### src/rtl/prescaler_multi.sv
// Purpose : N-channel programmable clock divider with square wave, tick and shadowed reload.
// Latency : outputs registered, one cycle behind the counter value that produced them.
// Backpres: none; i_Load is a fire-and-forget strobe and the last write before apply wins.
//
// Ports:
//   i_Clk            system clock, rising edge
//   i_Rst            asynchronous reset, active low
//   i_En[N_CH]       per-channel run enable
//   i_Load           one-cycle strobe writing i_Period/i_High into the shadow of channel i_Sel
//   i_Sel            target channel for i_Load (values >= N_CH are ignored)
//   i_Period/i_High  new period / high time in clock cycles
//   i_Sync           (only with PRESC_SYNC_EN) restart every running channel at cnt=0
//   o_Pend[N_CH]     shadow written but not yet applied
//   o_Presc[N_CH]    divided square wave
//   o_Tick[N_CH]     one-cycle pulse at the end of each period
//
// Optional feature macro: PRESC_SYNC_EN (adds i_Sync phase-alignment input).

module prescaler_multi #(
  parameter int          N_CH       = 4,
  parameter int          CNT_W      = 20,
  parameter int unsigned DEF_PERIOD = 833334,
  parameter int unsigned DEF_HIGH   = 416667,
  localparam int         SEL_W      = (N_CH > 1) ? $clog2(N_CH) : 1
) (
  input  logic             i_Clk,
  input  logic             i_Rst,
  input  logic [N_CH-1:0]  i_En,
  input  logic             i_Load,
  input  logic [SEL_W-1:0] i_Sel,
  input  logic [CNT_W-1:0] i_Period,
  input  logic [CNT_W-1:0] i_High,
`ifdef PRESC_SYNC_EN
  input  logic             i_Sync,
`endif
  output logic [N_CH-1:0]  o_Pend,
  output logic [N_CH-1:0]  o_Presc,
  output logic [N_CH-1:0]  o_Tick
);

  logic sync;
`ifdef PRESC_SYNC_EN
  assign sync = i_Sync;
`else
  assign sync = 1'b0;
`endif

  for (genvar c = 0; c < N_CH; c++) begin : g_ch
    logic [CNT_W-1:0] cnt_q;
    logic [CNT_W-1:0] p_q;
    logic [CNT_W-1:0] h_q;
    logic [CNT_W-1:0] sp_q;
    logic [CNT_W-1:0] sh_q;
    logic             pend_q;
    logic             presc_q;
    logic             tick_q;
    logic             run;
    logic             wrap;
    logic             load_hit;
    logic [CNT_W-1:0] h_eff;

    // A zero period parks the channel exactly like a cleared enable.
    assign run      = i_En[c] && (p_q != '0);
    assign wrap     = (cnt_q == p_q - CNT_W'(1));
    // i_Sel never matches an out-of-range value, so those strobes fall through.
    assign load_hit = i_Load && (i_Sel == SEL_W'(c));
    // High time that will be in force after this edge (a pending shadow lands now on sync).
    assign h_eff    = pend_q ? sh_q : h_q;

    always_ff @(posedge i_Clk or negedge i_Rst) begin
      if (!i_Rst) begin
        cnt_q   <= '0;
        p_q     <= CNT_W'(DEF_PERIOD);
        h_q     <= CNT_W'(DEF_HIGH);
        sp_q    <= CNT_W'(DEF_PERIOD);
        sh_q    <= CNT_W'(DEF_HIGH);
        pend_q  <= 1'b0;
        presc_q <= 1'b0;
        tick_q  <= 1'b0;
      end else begin
        if (!run) begin
          // Idle: nothing mid-period to protect, so a pending shadow applies at once.
          cnt_q   <= '0;
          presc_q <= 1'b0;
          tick_q  <= 1'b0;
          if (pend_q) begin
            p_q    <= sp_q;
            h_q    <= sh_q;
            pend_q <= 1'b0;
          end
        end else if (sync) begin
          cnt_q   <= '0;
          tick_q  <= 1'b0;
          presc_q <= (h_eff != '0);
          if (pend_q) begin
            p_q    <= sp_q;
            h_q    <= sh_q;
            pend_q <= 1'b0;
          end
        end else begin
          presc_q <= (cnt_q < h_q);
          tick_q  <= wrap;
          cnt_q   <= wrap ? '0 : cnt_q + CNT_W'(1);
          // Apply only on the wrap so the running period is never cut short.
          if (wrap && pend_q) begin
            p_q    <= sp_q;
            h_q    <= sh_q;
            pend_q <= 1'b0;
          end
        end
        // Placed last so a load coinciding with an apply keeps the new value pending.
        if (load_hit) begin
          sp_q   <= i_Period;
          sh_q   <= i_High;
          pend_q <= 1'b1;
        end
      end
    end

    assign o_Pend[c]  = pend_q;
    assign o_Presc[c] = presc_q;
    assign o_Tick[c]  = tick_q;
  end

endmodule

### config.mk
export PLATFORM = sky130hd
export DESIGN_NAME = prescaler_multi
export DESIGN_NICKNAME = d
export VERILOG_FILES = /design/src/rtl/prescaler_multi.sv
export SDC_FILE = /design/constraint.sdc
export NUM_CORES = 1
export LEC_CHECK = 0
export BUFFER_PORTS_ARGS = -buffer_cell sky130_fd_sc_hd__buf_2
export CORE_UTILIZATION = 60
export CTS_CLUSTER_DIAMETER = 100
export DETAILED_ROUTE_END_ITERATION = 10
export PLACE_DENSITY = 0.79
export REMOVE_ABC_BUFFERS = 1
export SYNTH_ARGS = -nofsm -noshare
export SYNTH_HDL_FRONTEND = slang
export SYNTH_SLANG_ARGS = --single-unit
### constraint.sdc
create_clock -name i_Clk -period 4.97 [get_ports i_Clk]
set_input_delay 0.2485 -clock i_Clk [delete_from_list [all_inputs] [get_ports i_Clk]]
set_output_delay 0.2485 -clock i_Clk [all_outputs]
set_load 0.005 [all_outputs]
# After elaboration in Yosys (flattened, before gate mapping)
# Cells that the tools add are included.
# op_classes
add_sub_neg	8
n_lt_le_gt_ge	4
n_eq_ne	15
mux	52
reduce_logical	25
# op_table
operator	n
$mux W20	32
$add A20 B1 Y20 const B	4
$eq A20 B20 Y1	4
$lt A20 B20 Y1	4
$reduce_bool A20 Y1	4
$sub A20 B1 Y20 const B	4
$mux W1	20
$logic_and A1 B1 Y1	12
$ne A3 B1 Y1 const B	4
$ne A2 B1 Y1 const B	4
$reduce_and A2 Y1	4
$reduce_bool A2 Y1	4
$eq A2 B2 Y1 const B	2
$eq A2 B1 Y1 const B	1
$logic_not A2 Y1	1
# word_totals
ff_bits	412
in_bits	49
output_inout_bits	12
wordCells	136

# Depth between registers and ports, before layout
# Gate-level depths: netlist of run 1.
# logic_depth
depth_word	6
ltp_mapped	12
ltp_nobuf	10

# Least setup slack after synthesis of run 1
# No wires, ideal clock.
# synth_timing
path_kind	register to register
from	register g_ch[0].p_q[0]
to	register g_ch[0].cnt_q[14]
setup_ns	0.119
arrival_ns	3.341
required_time_ns	4.851
path_slack_ns	1.510
path_stages_with_launch	13
n_path_buf	2
synth_period_minus_slack_ns	3.460
path_cell_list	dfrtp_1 -> inv_1 -> ha_1 -> or4b_4 -> or4_4 -> or3b_1 -> a221oi_2 -> nand4b_1 -> or4b_1 -> nand2b_1 -> buf_4 -> buf_6 -> nor2_1
# synth_via
elab_chain_len	4
# synth_lines
item	line_no	rtl
start, declared	50	logic [CNT_W-1:0] p_q;
start signal, assigned	73	p_q <= CNT_W'(DEF_PERIOD);
start signal, assigned	87	p_q <= sp_q;
start signal, assigned	96	p_q <= sp_q;
$sub A20 B1 Y20	64	assign wrap = (cnt_q == p_q - CNT_W'(1));
$eq A20 B20 Y1	64	
$mux W20	103	cnt_q <= wrap ? '0 : cnt_q + CNT_W'(1);
$mux W20 *	81	if (!run) begin
end signal, assigned	103	
end, declared	49	logic [CNT_W-1:0] cnt_q;
# Mark *: on every way between the ends. The rest lies on a longest branch, timed or not.
# A chain may end at the register's enable or synchronous reset.

# Worst setup path in the final report of run 1
# layout_timing
from	register g_ch[0].p_q[0]
to	register g_ch[0].p_q[7]
# layout_via
elab_chain_len	5
# layout_lines
item	line_no	rtl
$sub A20 B1 Y20	64	
$eq A20 B20 Y1	64	
$logic_and A1 B1 Y1	105	if (wrap && pend_q) begin
$ne A2 B1 Y1 (no source line)	-	
$reduce_and A2 Y1 (no source line)	-	
# Parallel ways exist; a longest one is shown, timed or not.

==> results of run 1 <==
## cells by family (layout without fill, tap and decap cells)
logic type / count (synthesis) / count (layout)
buffers and inverters: 180 / 267
AOI/OAI and AO/OA: 171 / 171
and+or+nand+nor: 457 / 457
xor gates and xnor gates: 168 / 168
adders and majority gates: 84 / 84
other: 0 / 4
muxes: 323 / 323
DFF: 412 / 412
## flip-flops by register name (all words and copies together) (netlist names)
signal and cells:
g_ch.tick_q 4, g_ch.cnt_q 80, g_ch.sh_q 80, g_ch.p_q 80, g_ch.sp_q 80, g_ch.pend_q 4
g_ch.h_q 80, g_ch.presc_q 4
## Yosys cell counts (12+ instances only)
master     instances
clkbuf_1          25
a211oi_1          12
dfrtp_1          220
xnor2_1           85
buf_2             14
a21o_1            27
xor2_1            83
nor2_1           147
buf_4             13
mux2_4            30
nor4_1            12
ha_1              84
o21ai_0           31
nand4_1           26
nor2b_1           15
a21oi_1           28
o2111ai_1         13
nand2b_1          20
nor3_1            36
and3_1            19
nand2_1           47
inv_1            111
dfstp_2          192
nand3_1           61
mux2_2           283
## worst paths after layout
path	startpoint	endpoint	slack (ns)	cells past startpoint
worst max-delay path	g_ch[0].p_q[0]$_DFFE_PN0P_	g_ch[0].p_q[7]$_DFFE_PN0P_	0.83	11
worst min-delay path	i_En[0]	g_ch[0].p_q[18]$_DFFE_PN1P_	0.03	3
worst max register to register	g_ch[0].p_q[0]$_DFFE_PN0P_	g_ch[0].p_q[7]$_DFFE_PN0P_	0.83	11
worst min register to register	g_ch[2].sp_q[6]$_DFFE_PN0P_	g_ch[2].p_q[6]$_DFFE_PN0P_	0.50	1
max in group asynchronous	i_Rst	g_ch[0].cnt_q[7]$_DFF_PN0_	3.59	3
min in group asynchronous	i_Rst	g_ch[1].pend_q$_DFFE_PN0P_	0.27	2
## final cells by class
cell class,count,share of cell area [%]
Antenna cell,4,0.0425
Clock buffer,63,5.64
Clock inverter,16,1.24
Inverter,111,1.77
Multi-Input combinational cell,1203,42.1
Sequential cell,412,44.8
Tap cell,455,2.42
Timing Repair Buffer,77,1.99
## through the flow
stage	cell area, µm²	total power, mW	hold slack (ns)	worst slack, ns	cells
finish	23500	11.4	0.0256	0.829	2341
global route	23500	11.9	0.0306	0.660	2337
detailed placement	21900	7.75	0.271	0.840	2256
floorplan	20800	6.95	-0.0471	-0.0264	1726
CTS	23500	11.4	0.00718	0.830	2337
global placement	21900	7.58	0.263	0.906	2256
## power by group through the flow
stage / registers [mW] / logic, mW / clock network (mW)
floorplan: 4.96 / 1.99 / 0
global placement: 5.18 / 2.40 / 0
detailed placement: 5.23 / 2.52 / 0
CTS: 5.19 / 2.56 / 3.67
global route: 5.32 / 2.83 / 3.79
finish: 5.20 / 2.55 / 3.60
## critical path: stages (launching register included)
cell and delay, ns:
dfrtp_1 0.42, inv_1 0.08, ha_1 0.21, or4b_4 0.51, or4_4 0.47, or3b_1 0.47
o21ba_2 0.23, nand4b_1 0.14, nor4b_2 0.09, o21ai_4 0.68, buf_4 0.36, mux2_2 0.36
## metal layers
layer | global-route usage [%] | up-vias | part of all wire (%)
li1 | - | 6435 | -
met1 | 37.9 | 7015 | 44
met2 | 46.2 | 346 | 48
met3 | 3.98 | 99 | 4.9
met4 | 9.15 | 2 | 3.1
met5 | 0 | - | 0.027
## what timing repair did
item	CTS	global route
hold buffers	2	0
endpoints found under the hold margin	47	0
resized for setup	0	0
==> metrics.csv, run 1 <==
stage,metric,value,unit
detailed_routing,Iteration-0 DRC Markers,793,
detailed_routing,final WL,48500,µm
power_and_ir_drop,logic gate share of total power,22.5,%
die,Die H,190,µm
power_and_ir_drop,"IR drop worst, VDD",427,µV
placement,# port buffers,60,
grt,initial antenna violation count,8,
die,core area,34600,µm²
power_and_ir_drop,clock power share,31.7,%
power_and_ir_drop,Sequential Power Share,45.8,%
clock_tree,clk_lat worst skew,0.55,ns
synthesis,post-synthesis cell count,1795,
sta,RSZ-0062 raised after global routing,false,
sta,relative slew slack,26.8,%
sta,setup_tns,0,ns
synthesis,post-synthesis sequential area ratio,49.8,%
synthesis,Synth area leaders,"dfrtp_1, dfstp_2, mux2_2, ha_1, xnor2_1",
critical_path,crit end category,flip-flop,
grt,"Remaining Overflow, GRT",0,
finish,footprint of the multi-input gates,9900,µm²
power_and_ir_drop,switch share,28.9,%
clock_tree,CTS H-tree depth,2,
sta,crit share post-route,83.3,%
power_and_ir_drop,internal power,8.08,mW
synthesis,Syn. warnings,0,
sta,Fin. Hold Viols,0,
clock_tree,CTS root buf,clkbuf_16,
power_and_ir_drop,power density over cell area,483,nW/µm²
finish,Reg area,10600,µm²
finish,Layout Utilization,68.0,%
clock_tree,clk slew on worst S/H paths,0.06,ns
synthesis,Synth Area in Compound Gates,5.61,%
grt,largest net degree at the start of global routing,127,
detailed_routing,post-DR vias/cell,5.94,
sta,actual slew at the worst max-slew pin,1.10,ns
synthesis,Synth async-reset ratio,100,%
grt,first-pass GRT wire length,77600,µm
min_path,HP Class,input port to flip-flop,
finish,fin nets,1981,
sta,"Setup violations, final",0,
synthesis,count of different cell masters after synthesis,78,
finish,area delta synth->final,11.1,%
synthesis,Post-synth EDFFs,0,
synthesis,Syn Area/Cell,11.8,µm²
synthesis,Post-Synth Adder-Cell Area,4.96,%
critical_path,critical setup path kind,flip-flop to flip-flop,
detailed_routing,WL/cell,20.7,µm
synthesis,Synth top area share,26.0,%
grt,vias in the first global route,14300,
finish,layout cells sized above 1,36.0,%
run,max-cap violations,0,
critical_path,CP Launch Type,flip-flop,
finish,"commonest cells after routing, fill and taps aside","mux2_2, dfrtp_1, dfstp_2, nor2_1, inv_1",
critical_path,Required @ worst endpoint,5.39,ns
synthesis,synthesized area,21200,µm²
clock_tree,TritonCTS Buffers,43,
synthesis,Post-Synth Simple-Gate Area,11.3,%
detailed_routing,DRC,0,
status,status,"complete, no violations",
power_and_ir_drop,LEAKAGE,10.3,nW
detailed_routing,Via Count,13900,
sta,Clock Skew,0.0140,ns
die,row count,68,
sta,min Tclk post-route,4.14,ns
grt,GR Util All Layers,27.9,%
synthesis,Yosys reg bits,412,
synthesis,post-synthesis mux area share,17.7,%
synthesis,leading area contributor after synthesis,dfrtp_1,
placement,Final HPWL DP,33500,µm
placement,routability cong.,0.887,
die,Initial Util,61.1,%
clock_tree,post-CTS setup buffers,0,
clock_tree,Num Clock Sinks,412,
finish,Filler Cells Inserted,2504,
clock_tree,TritonCTS clock tree,done,
detailed_routing,drt pass-1 iters,5,
synthesis,"Top FF cell, synth",dfrtp_1,
synthesis,XOR/XNOR Fraction of Synth Area,6.95,%
synthesis,largest family of logic cells by synthesized area,multiplexers,
sta,fmax,241,MHz
die,Die Wd,190,µm
critical_path,arrival time at the worst endpoint,4.57,ns
detailed_routing,antenna-violating nets left,0,
critical_path,crit path max fanout,20,
power_and_ir_drop,sw power,3.28,mW
die,Die Area,36000,µm²
die,Ports,61,
finish,"leading cell type in the layout, fill and taps excluded",mux2_2,
clock_tree,Clock Tree Buf Depth,3,
sta,final slew viol count,0,
Power figures use the tool's default switching activity.
==> inputs of run 2 (changes only) <==
CORE_UTILIZATION = 57   (was 60)
clock period = 3.4 ns   (was 4.97 ns; I/O delays follow)
==> run 2 against run 1 <==
Net effect: the run now ends with negative setup slack left; via count is 2.8% higher; critical path depth stayed put; sequential power grew 44%; combinational power rose by 65%; wire length rose by 3.3%; setup slack got worse by 0.92 ns; count of clock-buffer cells in the layout grew 2; clock power is 36% higher; register-to-register slack got worse by 0.92 ns; critical path type unchanged; highest routed layer is now met4.
==> metrics.csv, run 2 (same netlist as run 1, synthesis figures left out) <==
stage,metric,value,unit
status,status,"complete, but fails checks",
status,violated checks,negative setup slack,
placement,Placed Area,22400,µm²
critical_path,slowest CP cell,or4b_4,
sta,RSZ-0062 raised after global routing,true,
critical_path,crit path max fanout,17,
sta,"Setup violations, final",57,
detailed_routing,post-DR vias/cell,5.90,
die,row count,70,
detailed_routing,Via Count,14300,
clock_tree,CTS root buf,clkbuf_16,
sta,actual slew at the worst max-slew pin,0.801,ns
grt,GR Util All Layers,26.4,%
placement,routability cong.,0.873,
critical_path,Required @ worst endpoint,3.82,ns
finish,Reg area,10600,µm²
finish,layout cells sized above 1,38.2,%
clock_tree,Num Clock Sinks,412,
grt,initial antenna violation count,14,
clock_tree,TritonCTS Buffers,42,
critical_path,crit end category,flip-flop,
run,max-cap violations,0,
power_and_ir_drop,LEAKAGE,10.8,nW
sta,Fin. Hold Viols,0,
power_and_ir_drop,"IR drop worst, VDD",413,µV
placement,# port buffers,60,
sta,final slew viol count,0,
clock_tree,clk slew on worst S/H paths,0.06,ns
grt,first-pass GRT wire length,78400,µm
detailed_routing,drt pass-1 iters,5,
power_and_ir_drop,total power,16.6,mW
critical_path,CP Launch Type,flip-flop,
finish,Post-Layout Inst Area,24300,µm²
detailed_routing,final WL,50100,µm
sta,crit share post-route,103,%
finish,fin nets,2050,
finish,"leading cell type in the layout, fill and taps excluded",mux2_2,
critical_path,CP peak stage delay,0.46,ns
die,Ports,61,
detailed_routing,Iteration-0 DRC Markers,887,
grt,largest net degree at the start of global routing,104,
die,Die Wd,195,µm
power_and_ir_drop,power density over cell area,683,nW/µm²
clock_tree,Clock Tree Buf Depth,3,
die,Initial Util,57.8,%
detailed_routing,WL/cell,20.7,µm
critical_path,arrival time at the worst endpoint,3.92,ns
die,Die H,195,µm
sta,min Tclk post-route,3.49,ns
grt,"Remaining Overflow, GRT",0,
finish,footprint of the multi-input gates,9990,µm²
critical_path,"delay-heaviest family, CP",simple AND/OR/NAND/NOR gates,
detailed_routing,DRC,0,
clock_tree,TritonCTS clock tree,done,
critical_path,CP cell instances,inv_1 > ha_2 > or4b_4 > or4_4 > or3b_4 > a221oi_2 > nand4b_1 > nor4b_4 > o21ai_4 > buf_12 > mux2_4,
finish,diode count,0,
clock_tree,clk_lat worst skew,0.55,ns
grt,vias in the first global route,14400,
die,core area,36600,µm²
finish,area delta synth->final,14.8,%
finish,Filler Cells Inserted,2702,
clock_tree,CTS H-tree depth,2,
sta,fmax,286,MHz
critical_path,critical setup path kind,flip-flop to flip-flop,
die,Die Area,37900,µm²
finish,"commonest cells after routing, fill and taps aside","mux2_2, dfrtp_1, dfstp_2, nor2_1, inv_1",
sta,relative slew slack,46.6,%
min_path,HP Class,input port to flip-flop,
detailed_routing,antenna-violating nets left,0,
placement,Final HPWL DP,33500,µm
sta,setup ws final,-0.0929,ns
critical_path,WP buf/inv,2,
sta,Clock Skew,0.0107,ns
finish,Layout Utilization,66.4,%
## run 2: cell types whose count changed in the layout (fill, tap and decap cells not counted), moves of 4 or more
cell / change
buf_4: +41
bufinv_16: -4
dlygate4sd3_1: +12
buf_12: +10
diode_2: -4
clkbuf_16: +6
clkinv_2: +4
## run 2: repair_timing
action | in CTS | in global routing
cloned | 1 | 6
hold buffers | 14 | 0
pin swaps | 2 | 4
hold endpoints to repair | 85 | 0
endpoints found under the setup margin | 45 | 198
buffers inserted | 0 | 3
resized for setup | 3 | 16
## run 2: path summary, 6_finish.rpt
check	start	end	slack [ns]	depth (start not counted)
max	g_ch[0].p_q[0]$_DFFE_PN0P_	g_ch[0].p_q[16]$_DFFE_PN0P_	-0.09	11
min	i_Period[19]	g_ch[0].sp_q[19]$_DFFE_PN1P_	0.02	3
max reg2reg	g_ch[0].p_q[0]$_DFFE_PN0P_	g_ch[0].p_q[16]$_DFFE_PN0P_	-0.09	11
min reg2reg	g_ch[2].sh_q[19]$_DFFE_PN0P_	g_ch[2].h_q[19]$_DFFE_PN0P_	0.48	1
max in group asynchronous	i_Rst	g_ch[3].sh_q[3]$_DFFE_PN1P_	2.10	3
min in group asynchronous	i_Rst	g_ch[1].p_q[17]$_DFFE_PN0P_	0.24	2
## run 2: metrics by stage
stage                     hold slack, ns  TNS (ns)  std cells  setup slack (ns)
after floorplan                   -0.126   -216.72       1726             -1.60
after global placement             0.259    -0.633       2317           -0.0483
after detailed placement           0.273     -4.23       2317            -0.157
after CTS                        0.00360     -1.80       2410           -0.0776
after global routing              0.0107    -10.37       2419            -0.192
final                             0.0158     -2.33       2419           -0.0929
## run 2: metal layers
layer,part of all wire [%],routed length [µm],GRT usage [%]
met1,42,21300,35.7
met2,48,23800,43.7
met3,6.6,3300,4.23
met4,3.3,1640,8.40
met5,0,0,0
## run 2: power by group
part,leakage [nW],switching [mW],internal [mW]
clock,0.736,1.92,2.99
sequential,4.80,0.951,6.53
combinational,5.23,2.00,2.20
total,10.8,4.87,11.7
## run 2: final cells by class
class | count | share of cell area [%]
inverters | 111 | 1.71
flip-flops and latches | 412 | 43.4
multi-input cells | 1203 | 41.1
clock buffers | 65 | 5.45
well taps | 468 | 2.41
clock inverters | 13 | 0.690
repair buffers | 147 | 5.24
## run 2: worst register-to-register path, cell delays in order, from the launching register on
cell and delay [ns]:
dfrtp_1 0.38, inv_1 0.07, ha_2 0.17, or4b_4 0.46, or4_4 0.43, or3b_4 0.42
a221oi_2 0.25, nand4b_1 0.22, nor4b_4 0.34, o21ai_4 0.15, buf_12 0.20, mux2_4 0.31
==> inputs of run 3 (changes only) <==
CORE_UTILIZATION = 49   (was 57)
PLACE_DENSITY = 0.7   (was 0.79)
clock period = 3.2 ns   (was 3.4 ns; I/O delays follow)
==> run 3 against run 2 <==
Net effect: the run still ends with negative setup slack left; non-clock buffer count grew 74; clock skew shrank 0.0021 ns; final cell count grew 7.6%; combinational power grew 20%; critical endpoint is now g_ch[0].p_q[11]$_DFFE_PN0P_.
==> metrics.csv, run 3 (same netlist as run 1, synthesis figures left out) <==
stage,metric,value,unit
finish,layout cells sized above 1,42.3,%
placement,routability cong.,0.890,
grt,GR Util All Layers,23.8,%
sta,min Tclk post-route,3.42,ns
sta,relative slew slack,57.2,%
sta,Fin Hold WS,0.0293,ns
clock_tree,clk_lat worst skew,0.55,ns
sta,final slew viol count,0,
grt,"Remaining Overflow, GRT",0,
placement,Final HPWL DP,35100,µm
clock_tree,CTS H-tree depth,2,
sta,"Setup violations, final",126,
detailed_routing,DRC,0,
finish,Filler Cells Inserted,3309,
sta,RSZ-0062 raised after global routing,true,
grt,initial antenna violation count,11,
die,Die H,210,µm
critical_path,CP Launch Type,flip-flop,
detailed_routing,Via Count,14500,
power_and_ir_drop,LEAKAGE,11.4,nW
sta,crit share post-route,107,%
sta,actual slew at the worst max-slew pin,0.643,ns
sta,Clock Skew,0.00856,ns
die,Ports,61,
critical_path,FF-to-FF Start,g_ch[0].p_q[0]$_DFFE_PN0P_,
detailed_routing,DR WL met3,2370,µm
detailed_routing,WL/cell,20.2,µm
detailed_routing,DR WL met2,24600,µm
finish,area delta synth->final,21.1,%
min_path,HP Class,input port to flip-flop,
finish,"commonest cells after routing, fill and taps aside","mux2_2, dfrtp_1, dfstp_2, nor2_1, inv_1",
clock_tree,Num Clock Sinks,412,
detailed_routing,antenna-violating nets left,0,
finish,Finished Layout Cells,2604,
detailed_routing,highest routed layer,met5,
critical_path,CP startpoint,g_ch[0].p_q[0]$_DFFE_PN0P_,
status,status,"complete, but fails checks",
status,violated checks,negative setup slack,
critical_path,Required @ worst endpoint,3.63,ns
die,Initial Util,50.0,%
critical_path,reg-to-reg endpoint,g_ch[0].p_q[11]$_DFFE_PN0P_,
power_and_ir_drop,"IR drop worst, VDD",455,µV
die,Die Area,44000,µm²
grt,vias in the first global route,14700,
placement,DP Cell Count,2465,
clock_tree,TritonCTS clock tree,done,
critical_path,arrival time at the worst endpoint,3.85,ns
detailed_routing,final WL,52500,µm
die,row count,75,
power_and_ir_drop,total power,18.6,mW
run,max-cap violations,0,
finish,Layout Utilization,60.6,%
die,Die Wd,210,µm
grt,largest net degree at the start of global routing,87,
clock_tree,clk slew on worst S/H paths,0.06,ns
power_and_ir_drop,power density over cell area,724,nW/µm²
sta,Fin. Hold Viols,0,
min_path,Min-Delay Startpoint,i_High[13],
critical_path,critical path endpoint,g_ch[0].p_q[11]$_DFFE_PN0P_,
detailed_routing,Iteration-0 DRC Markers,928,
placement,# port buffers,60,
critical_path,critical setup path kind,flip-flop to flip-flop,
detailed_routing,drt pass-1 iters,5,
critical_path,r2r setup slk,-0.22,ns
clock_tree,TritonCTS Buffers,43,
sta,fmax,293,MHz
clock_tree,CTS root buf,clkbuf_16,
critical_path,crit path max fanout,16,
clock_tree,Clock Tree Buf Depth,3,
grt,first-pass GRT wire length,81200,µm
sta,setup ws final,-0.218,ns
finish,fin nets,2125,
detailed_routing,post-DR vias/cell,5.56,
detailed_routing,routed length on met1,24200,µm
die,core area,42300,µm²
sta,setup_tns,-13.35,ns
finish,"leading cell type in the layout, fill and taps excluded",mux2_2,
critical_path,R2R depth,11,
critical_path,crit end category,flip-flop,
==> run 3: cell types whose count changed in the layout (fill, tap and decap cells not counted), sizes merged <==
cell / before / now
clkbuf: 71 / 69
bufinv: 4 / 9
buf: 127 / 189
diode: 0 / 1
dlygate4sd3: 14 / 24
==> run 3: worst max-delay path: stages (launching register included) <==
cell and delay [ns]:
dfrtp_1 0.37, inv_1 0.06, ha_1 0.15, or4b_4 0.47
or4_4 0.44, or3b_4 0.41, a221oi_2 0.25, nand4b_1 0.19
nor4b_4 0.32, o21ai_4 0.15, buf_12 0.20, mux2_4 0.30
==> run 3: worst min path at each step <==
stage                              endpoint  slack, ns  cells after the start
5_1_grt        g_ch[1].sh_q[13]$_DFFE_PN0P_       0.01                      2
2_1_floorplan    g_ch[0].cnt_q[0]$_DFF_PN0_      -0.14                      0
6_report       g_ch[1].sh_q[13]$_DFFE_PN0P_       0.03                      2
3_3_place_gp    g_ch[1].cnt_q[15]$_DFF_PN0_       0.18                      1
4_1_cts        g_ch[1].sh_q[13]$_DFFE_PN0P_      0.003                      2
3_5_place_dp    g_ch[1].cnt_q[17]$_DFF_PN0_       0.19                      1
==> run 3: where the power goes <==
group	switching, mW	internal [mW]
clock	2.10	3.59
sequential	0.895	6.93
combinational	2.38	2.67
total	5.37	13.2
==> run 3: layout make-up <==
cell class | instances | area (µm²) | share of cell area, %
clock buffers | 61 | 1320 | 5.14
well taps | 577 | 722 | 2.81
clock inverters | 18 | 325 | 1.27
flip-flops and latches | 412 | 10600 | 41.1
repair buffers | 221 | 2090 | 8.14
inverters | 111 | 417 | 1.62
multi-input cells | 1203 | 10200 | 39.9
diodes | 1 | 2.50 | 0.00976
==> run 3: what timing repair did <==
item,4_1_cts,5_1_grt
pin swaps,16,27
setup buffers,7,16
gates resized for setup,30,71
setup endpoints to repair,218,199
endpoints found under the hold margin,142,0
hold buffers,24,0
gates cloned,5,12
==> run 3: per-stage QoR <==
step                cell area (µm²)  setup WS (ns)
floorplan                     20800          -1.80
global placement              22900         -0.272
detailed placement            22900         -0.292
CTS                           25100         -0.218
global route                  25600         -0.341
finish                        25600         -0.218
==> run 3: routing by layer <==
layer	up-vias	GRT usage (%)
met5	-	1.45
met4	2	6.59
met3	97	3.10
met2	341	38.8
met1	7334	33.3
li1	6707	-
